## config.mk

```make
export PLATFORM = sky130hd
export DESIGN_NAME = bmp_header_parser
export DESIGN_NICKNAME = d
export VERILOG_FILES = /design/src/rtl/bmp_header_parser.sv
export SDC_FILE = /design/constraint.sdc
export NUM_CORES = 1
export LEC_CHECK = 0
export ABC_AREA = 1
export ABC_CLOCK_PERIOD_IN_PS = 2300
export BUFFER_PORTS_ARGS = -buffer_cell sky130_fd_sc_hd__buf_2
export CAP_MARGIN = 15
export CORE_AREA = 2 2 197 141
export CTS_CLUSTER_DIAMETER = 120
export DETAILED_ROUTE_END_ITERATION = 8
export DIE_AREA = 0 0 199 143
export PLACE_DENSITY = 0.65
export SYNTH_ARGS = -nofsm -noshare
export SYNTH_HDL_FRONTEND = slang
export SYNTH_SLANG_ARGS = --single-unit
```

## constraint.sdc

```tcl
create_clock -name clk -period 2.3 [get_ports clk]
set_input_delay 0.23 -clock clk [delete_from_list [all_inputs] [get_ports clk]]
set_output_delay 0.23 -clock clk [all_outputs]
set_load 0.02 [all_outputs]
```

## src/rtl/bmp_header_parser.sv

```systemverilog
// BMP header front end: copies the 54-byte header from ROM to RAM byte-for-byte,
// extracts offset/width/height, derives the padded row stride and flags unsupported formats.
module bmp_header_parser #(
   parameter int BYTE_WIDTH  = 8,
   parameter int ADDR_WIDTH  = 20,
   parameter int HEADER_SIZE = 54
) (
   input  logic                  clk,
   input  logic                  rst_n,
   input  logic                  in_valid,
   input  logic [BYTE_WIDTH-1:0] ROM_Q,
   output logic                  ROM_ren,
   output logic [ADDR_WIDTH-1:0] ROM_addr,
   output logic                  RAM_wen,
   output logic [ADDR_WIDTH-1:0] RAM_addr,
   output logic [BYTE_WIDTH-1:0] RAM_D,
   output logic [31:0]           pix_offset,
   output logic [31:0]           img_width,
   output logic [31:0]           img_height,
   output logic [31:0]           row_stride,
   output logic [1:0]            hdr_err,
   output logic                  done
);

   typedef enum logic [2:0] {IDLE, READ, DRAIN, CHECK, DONE} state_t;

   localparam logic [ADDR_WIDTH-1:0] LAST_ADDR = ADDR_WIDTH'(HEADER_SIZE - 1);

   state_t                state, state_nxt;
   logic [ADDR_WIDTH-1:0] cnt;
   logic                  vld_p1;
   logic [ADDR_WIDTH-1:0] ram_addr_p1;
   logic [7:0]            sig0, sig1;
   logic [15:0]           bpp;
   logic                  start;
   logic [7:0]            byte_q;

   // Rows are padded to a 4-byte multiple; the product is formed in 34 bits before truncation.
   function automatic logic [31:0] stride_calc(input logic [31:0] w);
      logic [33:0] t;
      t = ({2'b00, w} * 34'd3) + 34'd3;
      t[1:0] = 2'b00;
      return t[31:0];
   endfunction

   function automatic logic [1:0] err_calc(input logic [7:0] s0, input logic [7:0] s1,
                                           input logic [15:0] b, input logic [31:0] w,
                                           input logic [31:0] h);
      if (s0 != 8'h42 || s1 != 8'h4D) return 2'd1;
      if (b != 16'd24)                return 2'd2;
      if (w == 32'd0 || h == 32'd0 || h[31]) return 2'd3;
      return 2'd0;
   endfunction

   assign start  = (state_nxt == READ) && (state != READ);
   assign byte_q = ROM_Q[7:0];

   always_ff @(posedge clk or negedge rst_n) begin
      if (!rst_n) begin
         state <= IDLE;
         cnt   <= '0;
      end else begin
         state <= state_nxt;
         if (start)
            cnt <= '0;
         else if (state == READ && cnt != LAST_ADDR)
            cnt <= cnt + 1'b1;
      end
   end

   always_comb begin
      state_nxt = state;
      ROM_ren   = 1'b0;
      ROM_addr  = '0;
      done      = 1'b0;
      case (state)
         IDLE:  if (in_valid) state_nxt = READ;
         READ: begin
            ROM_ren  = 1'b1;
            ROM_addr = cnt;
            if (cnt == LAST_ADDR) state_nxt = DRAIN;
         end
         DRAIN: state_nxt = CHECK;
         CHECK: state_nxt = DONE;
         DONE: begin
            done      = 1'b1;
            state_nxt = in_valid ? READ : IDLE;
         end
         default: state_nxt = IDLE;
      endcase
   end

   // p1: ROM data returns one cycle after the read; mirror it straight into RAM
   always_ff @(posedge clk or negedge rst_n) begin
      if (!rst_n) begin
         vld_p1      <= 1'b0;
         ram_addr_p1 <= '0;
      end else begin
         vld_p1      <= ROM_ren;
         ram_addr_p1 <= ROM_addr;
      end
   end

   assign RAM_wen  = vld_p1;
   assign RAM_addr = ram_addr_p1;
   assign RAM_D    = vld_p1 ? ROM_Q : '0;

   always_ff @(posedge clk or negedge rst_n) begin
      if (!rst_n) begin
         sig0 <= '0; sig1 <= '0; bpp <= '0;
         pix_offset <= '0; img_width <= '0; img_height <= '0;
         row_stride <= '0; hdr_err <= '0;
      end else if (start) begin
         sig0 <= '0; sig1 <= '0; bpp <= '0;
         pix_offset <= '0; img_width <= '0; img_height <= '0;
         row_stride <= '0; hdr_err <= '0;
      end else if (vld_p1) begin
         // Little-endian fields: shift each byte in from the top
         case (ram_addr_p1[5:0])
            6'd0:                      sig0 <= byte_q;
            6'd1:                      sig1 <= byte_q;
            6'd10, 6'd11, 6'd12, 6'd13: pix_offset <= {byte_q, pix_offset[31:8]};
            6'd18, 6'd19, 6'd20, 6'd21: img_width  <= {byte_q, img_width[31:8]};
            6'd22, 6'd23, 6'd24, 6'd25: img_height <= {byte_q, img_height[31:8]};
            6'd28, 6'd29:              bpp <= {byte_q, bpp[15:8]};
            default: ;
         endcase
      end else if (state == CHECK) begin
         row_stride <= stride_calc(img_width);
         hdr_err    <= err_calc(sig0, sig1, bpp, img_width, img_height);
      end
   end

endmodule
```

## Word level (Yosys, flattened, before mapping)

Cells that the tools add are included.

| word-level totals | value |
|---|---|
| logic and storage cells | 126 |
| register bits | 206 |
| output and inout bits | 181 |
| bits of input ports | 11 |

| operators by class | value |
|---|---|
| equality and inequality tests | 27 |
| muxes and demuxes | 55 |
| $mul | 1 |
| add/subtract/negate cells | 2 |
| reductions and logical operators | 29 |

Operator list:

| operator | number |
|---|---|
| $mux W32 | 12 |
| $logic_not A32 Y1 | 2 |
| $eq A6 B5 Y1 const B | 10 |
| $mux W20 | 3 |
| $mux W8 | 7 |
| $mux W16 | 3 |
| $add A32 B2 Y32 const B | 1 |
| $mul A32 B2 Y32 const B | 1 |
| $eq A6 B4 Y1 const B | 4 |
| $add A20 B1 Y20 const B | 1 |
| $eq A20 B6 Y1 const B | 1 |
| $ne A20 B6 Y1 const B | 1 |
| $mux W1 | 18 |
| $mux W2 | 9 |
| $reduce_bool A2 Y1 | 9 |
| $ne A16 B5 Y1 const B | 1 |
| $ne A8 B7 Y1 const B | 2 |
| $pmux W3 S5 | 1 |
| $reduce_and A2 Y1 | 7 |
| $reduce_or A4 Y1 | 3 |
| $eq A3 B1 Y1 const B | 2 |
| $eq A3 B2 Y1 const B | 2 |
| $eq A6 B1 Y1 const B | 1 |
| $logic_not A6 Y1 | 1 |
| 8 further kinds | 12 |

## Depth between registers and ports, before layout

Gate-level depths: netlist of the first run.

| logic depth | value |
|---|---|
| word-level depth | 21 |
| depth in mapped cells | 14 |
| mapped depth without buffers | 14 |

## Worst setup path after synthesis of the first run

OpenSTA, ideal clock, no wires.

| path | value |
|---|---|
| path type | register to register |
| from | reg img_width[2] |
| to | reg row_stride[16] |
| library setup time | 65 ps |
| buffers on the path | 0 |
| cell stages (with the launch flop) | 13 |
| setup slack | 149 ps |
| arrival | 2086 ps |
| period minus slack after synthesis | 2151 ps |
| data required time | 2235 ps |
| path through | dfrtp_1 inv_1 ha_1 ha_1 nand2_1 o21ai_0 nand2_1 nand2_1 nand2_1 nand2_1 xor2_1 nand2_1 nand2_1 |

| between the ends | value |
|---|---|
| word-level cells in the longest chain between the ends | 5 |

RTL lines:

| element | line | source |
|---|---|---|
| from (decl) | 18 | `output logic [31:0] img_width,` |
| from (signal assigned) | 123 | `6'd18, 6'd19, 6'd20, 6'd21: img_width <= {byte_q, img_width[31:8]};` |
| $mul A32 B2 Y32 | 41 | `t = ({2'b00, w} * 34'd3) + 34'd3;` |
| $add A32 B2 Y32 | 41 |  |
| $mux W32 | 128 | `end else if (state == CHECK) begin` |
| $mux W32 | 117 | `end else if (vld_p1) begin` |
| $mux W32 | 113 | `end else if (start) begin` |
| to (signal assigned) | 129 | `row_stride <= stride_calc(img_width);` |
| to (decl) | 20 | `output logic [31:0] row_stride,` |

Every way passes these cells. The select of a mux whose other input is x is not followed.
A chain may end at the register's enable or synchronous reset.

## Worst setup path in the final report of the first run

| path | value |
|---|---|
| from | reg img_width[17] |
| to | reg row_stride[26] |

Same word-level chain as after synthesis.

==> results.yml, run 1 <==
floorplanning:
  die_area_um2: 28460
  row_count: 50
  core_um2: 26460
  initial_core_util: 0.4478
  die_w_um: 199
  io_pins: 192
  die_h_um: 143
logic_synthesis:
  yosysWarnings: 0
  synth_area_leader_cell: "dfrtp_1"
  synth_top_area_frac: 0.4308
  synth_ff_type: "dfrtp_1"
  synth_edf_count: 0
  syn_inst: 1525
  ys_ff_latch: 204
  synthArstFlopShare: 1.000
  synth_area_um2: 11850
  synth_area_leaders: "dfrtp_1 (43%), nand2_1 (13%), ha_1 (7.9%), inv_1 (7.2%), nand3_1 (6.0%)"
  syn_area_per_cell_um2: 7.770
  synth-seq-area-share: 0.4308
  ys_types: 44
worst_setup_path:
  slowest_stage: "dfrtp_1"
  critPathArrivalTime_ns: 2.62
  cpMostUsedCell: "nand2_1"
  start_kind: "flop"
  required_ns: 2.70
  worstSetupPathType: "reg -> reg"
  critPathMaxFanout: 4
  crit_chain: "ha_1 > ha_4 > nand2_1 > nor2_1 > and3_2 > nand3_2 > nand2_1 > nand2_1 > nand3_1 > nand2_1"
  worst_setup_path_end_kind: "flop"
  max_stage_delay_ns: 0.43
timing:
  fin_setup_tns_ns: 0
  period_minus_slack_ns: 2.217
  finClkSkew_ns: 0.01112
  slew_headroom: 0.6288
  max_clock_freq_mhz: 451.1
  finalSetupViolations: 0
  hold_violations: 0
  drv_slew: 0
  max_slew.worst_pin.slew_ns: 0.5568
  finalCritPeriodShare: 0.9639
  rsz0062_at_grt: "true"
global_routing:
  antenna_found_initial: 1
  grt_pass1_wl_um: 56290
  track_usage: 0.2528
  grt_max_degree: 57
  grt_overflow: 0
  grt_pass1_vias: 10190
place:
  hpwl_um: 27210
  portBuffers: 189
  gp_congestion: 0.9493
  placed_area_um2: 13530
clock_network:
  clockBufferDepth: 3
  clk_latency_ns: 0.52
  clockRootBuffer: "clkbuf_16"
  cts.sinks: 204
  h-tree-depth: 1
  cts_inserted_buffers: 22
  clk_pin_slew_ns: 0.07
  cts_tree: "built"
power:
  peakVddDrop_v: 0.0005206
  power.leakage_nw: 7.870
  power.density_nw_per_um2: 535.6
layout:
  drive_above_1_share: 0.2730
  n_antenna_cell: 0
  final.fill_count: 2484
  fin_nets: 1863
  area_growth_pct: 26.83
  final_area_um2: 15030
  multiInputGateArea_um2: 6145
  regArea_um2: 5117
routing:
  remaining_drc_errors: 0
  drt_iter0_markers: 913
  wl_per_cell_um: 16.74
  postRouteAntennaNets: 0
  viasPerCell: 5.066
  wirelength_um: 36090
  dr_total_vias: 10920
  dr.pass1.iters: 5
worst_hold_path:
  hold_path_class: "in -> reg"
run:
  drv_cap: 0
run_status:
  run_status: "finished, final reports clean"
what timing repair did:
action / 4_1_cts / 5_1_grt
resized for setup: 13 / 101
setup buffers: 7 / 8
hold buffers: 1 / 0
endpoints found under the setup margin: 15 / 35
endpoints found under the hold margin: 52 / 0
pin swaps: 0 / 10
cells by family after synthesis:
group / Yosys count / share of synthesized area
multiplexers: 8 / 0.007603
adder cells (fa/ha/maj): 75 / 0.07920
AO/OA/AOI/OAI: 177 / 0.08902
buffers and inverters: 280 / 0.09821
other: 1 / 0.0003165
XOR/XNOR: 27 / 0.02059
AND/OR/NAND/NOR: 753 / 0.2742
flip-flops: 204 / 0.4308
metrics by stage:
step	instances	hold slack, ns	setup slack, ns	utilization	power, mW
final	2155	0.1095	0.08299	0.5679	8.049
after global routing	2155	0.1042	-0.03375	0.5679	8.370
after CTS	2147	0.09958	0.006124	0.5459	8.124
after detailed placement	2101	0.2561	-0.1583	0.5114	4.180
after global placement	2101	0.2480	-0.1626	0.5114	4.172
after floorplan	1526	-0.06559	0.1487	-	3.962
Yosys cell counts (3+ instances only):
library cell / n
inv_1: 226
mux2_2: 8
nor3_1: 17
clkbuf_1: 7
nand2_2: 5
inv_2: 6
xnor2_1: 9
nor4_1: 5
xor2_1: 17
nand2_4: 5
nor2_2: 3
nand3_1: 143
nand4_1: 15
a21oi_1: 41
dfrtp_1: 204
nor2_1: 111
ha_1: 75
o21ai_2: 31
and2_1: 5
o31ai_1: 3
o21ai_0: 86
buf_4: 8
nand3b_1: 3
o21ai_1: 9
nand2_1: 426
buf_6: 7
nor3_2: 3
buf_2: 24
cell type report:
class	count	area share
tap	364	0.03031
clock buffer	28	0.04155
inverter	232	0.05795
timing repair buffer	275	0.1091
multi-input combinational	1042	0.4089
clock inverter	10	0.01166
sequential	204	0.3405
final timing paths:
| kind | from | to | slack (ns) | cells after the start |
|---|---|---|---|---|
| worst min register to register | sig1[7] | sig1[7] | 0.48 | 2 |
| worst max-delay path | img_width[17] | row_stride[26] | 0.08 | 10 |
| worst max register to register | img_width[17] | row_stride[26] | 0.08 | 10 |
| worst min-delay path | ROM_Q[7] | sig0[7] | 0.11 | 3 |
| max in group asynchronous | rst_n | img_width[3] | 1.34 | 3 |
| min in group asynchronous | rst_n | row_stride[27] | 0.25 | 2 |
power by group:
part | total, mW | internal, mW | switching, mW | leakage (nW)
logic | 0.450 | 0.150 | 0.301 | 5.22
registers | 3.68 | 3.64 | 0.0408 | 2.25
clock network | 3.92 | 2.47 | 1.45 | 0.398
total | 8.05 | 6.26 | 1.79 | 7.87
sequential cells by signal (all words and copies together) (netlist names):
register / cells
img_height: 32
img_width: 32
pix_offset: 32
row_stride: 30
RAM_addr: 20
cnt: 20
bpp: 16
sig0: 8
sig1: 8
state: 3
hdr_err: 2
RAM_wen: 1
cells in the final DEF, fill, tap and decap left out, drive strengths merged:
cell	netlist	final
nand3b	3	3
clkbuf	7	29
bufinv	0	5
clkinv	0	5
conb	1	2
ha	75	75
dfrtp	204	204
o31ai	4	4
and2	5	5
xor2	17	17
nor4	6	6
o21ai	126	126
a21o	1	1
nand4	15	15
o22ai	1	1
or2	2	2
nand2	436	436
xnor2	10	10
o21bai	2	2
dlygate4sd3	0	1
and3	3	3
nor3	21	21
buf	41	273
nor2	116	116
a21oi	43	43
nand3	143	143
mux2	8	8
inv	232	232
nor3b	2	2
nor4b	1	1
critical path: cells and delay by family, from the launching register on:
kind | cells | cell delay [ns]
flops | 1 | 0.43
fa+ha+maj | 2 | 0.64
simple gates | 8 | 1.03
routing by layer:
metal	global-route usage	wire length, µm	vias to the layer above
met5	0	12	-
met4	0.03967	651	2
met3	0.06141	2905	39
met2	0.3537	14710	331
met1	0.3959	17810	5204
li1	-	-	5342
(Power assumes the default switching activity.)
==> run 2, diff against run 1 <==
MAX_ROUTING_LAYER = met4   (was unset)
==> run 2 against run 1 <==
Critical path depth is 1 higher. Fmax shrank 1.0%. Sequential cell count did not move. Sequential share of layout area up 0.36 points. Combinational power down 0.9%. Worst setup slack worse by 0.023 ns. Worst hold slack worse by 0.0026 ns. Global-route usage is 0.65 points higher. Non-clock buffer count rose by 2. Cell count increased by 0.14%. Count of clock-buffer cells in the layout grew 5. Clock skew grew 0.0059 ns. Largest power group is now registers. Highest routed layer is now met4.
==> results.yml, run 2 (synthesis gave the netlist of run 1 again) <==
routing:
  viasPerCell: 5.078
  dr_total_vias: 10960
  drt_iter0_markers: 935
  postRouteAntennaNets: 0
  wl_per_cell_um: 16.79
  dr.pass1.iters: 5
  remaining_drc_errors: 0
  wirelength_um: 36230
clock_network:
  clk_latency_ns: 0.53
  h-tree-depth: 1
  clockBufferDepth: 3
  cts_inserted_buffers: 23
  cts_tree: "built"
  clk_pin_slew_ns: 0.06
  cts.sinks: 204
  clockRootBuffer: "clkbuf_16"
worst_setup_path:
  critPathMaxFanout: 4
  cpMostUsedCell: "nand2_1"
  critPathArrivalTime_ns: 2.66
  crit_chain: "inv_1 > ha_1 > ha_4 > nand2_1 > nor2_1 > and3_2 > nand3_2 > nand2_1 > nand2_1 > nand3_1 > nand2_1"
  worstSetupPathType: "reg -> reg"
  worst_setup_path_end_kind: "flop"
  required_ns: 2.72
  max_stage_delay_ns: 0.39
  rrSetupSlack_ns: 0.06
  slowest_stage: "dfrtp_1"
  start_kind: "flop"
global_routing:
  antenna_found_initial: 0
  use_met1: 0.4085
  grt_use_met2: 0.3462
  grt_max_degree: 63
  grtUsageMet3: 0.04535
  grt_pass1_wl_um: 55940
  grt_overflow: 0
  top_usage_layer: "met1"
  grt_pass1_vias: 9955
  track_usage: 0.2593
timing:
  finClkSkew_ns: 0.01705
  fin_setup_tns_ns: 0
  hold-worst-slack_ns: 0.1069
  layout_setup_ws_ns: 0.06046
  drv_slew: 0
  rsz0062_at_grt: "true"
  finalSetupViolations: 0
  slew_headroom: 0.5625
  finalCritPeriodShare: 0.9737
  hold_violations: 0
  period_minus_slack_ns: 2.240
  max_clock_freq_mhz: 446.5
  max_slew.worst_pin.slew_ns: 0.6563
place:
  portBuffers: 189
  placed_area_um2: 13510
  dpl_worst_slack_ns: -0.1481
  hpwl_um: 26890
  gp_congestion: 0.9373
layout:
  final_area_um2: 14860
  area_growth_pct: 25.45
  top_regs: "img_height: 32 flops, img_width: 32 flops, pix_offset: 32 flops"
  layout_commonest_cell: "nand2_1"
  n_antenna_cell: 0
  fin_nets: 1866
  final_cell_mix: "nand2_1 (405), inv_1 (223), dfrtp_1 (196)"
  drive_above_1_share: 0.2637
  final.fill_count: 2538
floorplanning:
  initial_core_util: 0.4478
  io_pins: 192
  core_um2: 26460
  die_area_um2: 28460
  row_count: 50
  die_w_um: 199
  die_h_um: 143
power:
  power.leakage_nw: 7.857
  peakVddDrop_v: 0.0004692
  power.density_nw_per_um2: 524.0
run_status:
  run_status: "finished, final reports clean"
worst_hold_path:
  hold_path_class: "in -> reg"
run:
  drv_cap: 0
## run 2: cell type report
class / instances / area (µm²) / area share
Tap cell: 364 / 455.4 / 0.03064
Multi-Input combinational cell: 1042 / 6020 / 0.4050
Clock inverter: 6 / 65.06 / 0.004377
Sequential cell: 204 / 5115 / 0.3441
Clock buffer: 33 / 683.2 / 0.04596
Timing Repair Buffer: 277 / 1655 / 0.1114
Inverter: 232 / 870.8 / 0.05859
## run 2: repair_timing
action,CTS,global route
setup endpoints to repair,11,35
endpoints found under the hold margin,45,0
resized for setup,11,82
buffers inserted,5,15
cloned,0,0
hold buffers,1,0
pin swaps,0,11
## run 2: report_power, final
| group | internal, mW | switching, mW |
|---|---|---|
| registers | 3.64 | 0.0412 |
| clock network | 2.17 | 1.49 |
| logic | 0.147 | 0.299 |
## run 2: final timing paths
| kind | cells after the start | to | from |
|---|---|---|---|
| min in group asynchronous | 2 | row_stride[22] | rst_n |
| hold reg to reg | 2 | row_stride[12] | row_stride[12] |
| setup / recovery | 11 | row_stride[26] | img_width[18] |
| setup reg to reg | 11 | row_stride[26] | img_width[18] |
| hold / removal | 3 | sig0[7] | ROM_Q[7] |
| max in group asynchronous | 3 | img_width[3] | rst_n |
## run 2: metrics by stage
stage | std cells | power [mW] | util
6_report | 2158 | 7.789 | 0.5617
5_1_grt | 2158 | 8.103 | 0.5617
4_1_cts | 2143 | 7.881 | 0.5416
3_5_place_dp | 2098 | 4.184 | 0.5105
3_3_place_gp | 2098 | 4.176 | 0.5105
2_1_floorplan | 1526 | 3.962 | -
## run 2: critical path, delay by kind of cell, from the launching register on
kind	cells	cell delay [ns]
simple gates	8	1.04
fa+ha+maj	2	0.61
flops	1	0.39
buf+inv	1	0.08
## run 2: metal layers
metal / wire length, µm / up-vias
met1: 18190 / 5223
met3: 2699 / 40
met4: 524 / 0
li1: - / 5350
met2: 14810 / 345
met5: 0 / -
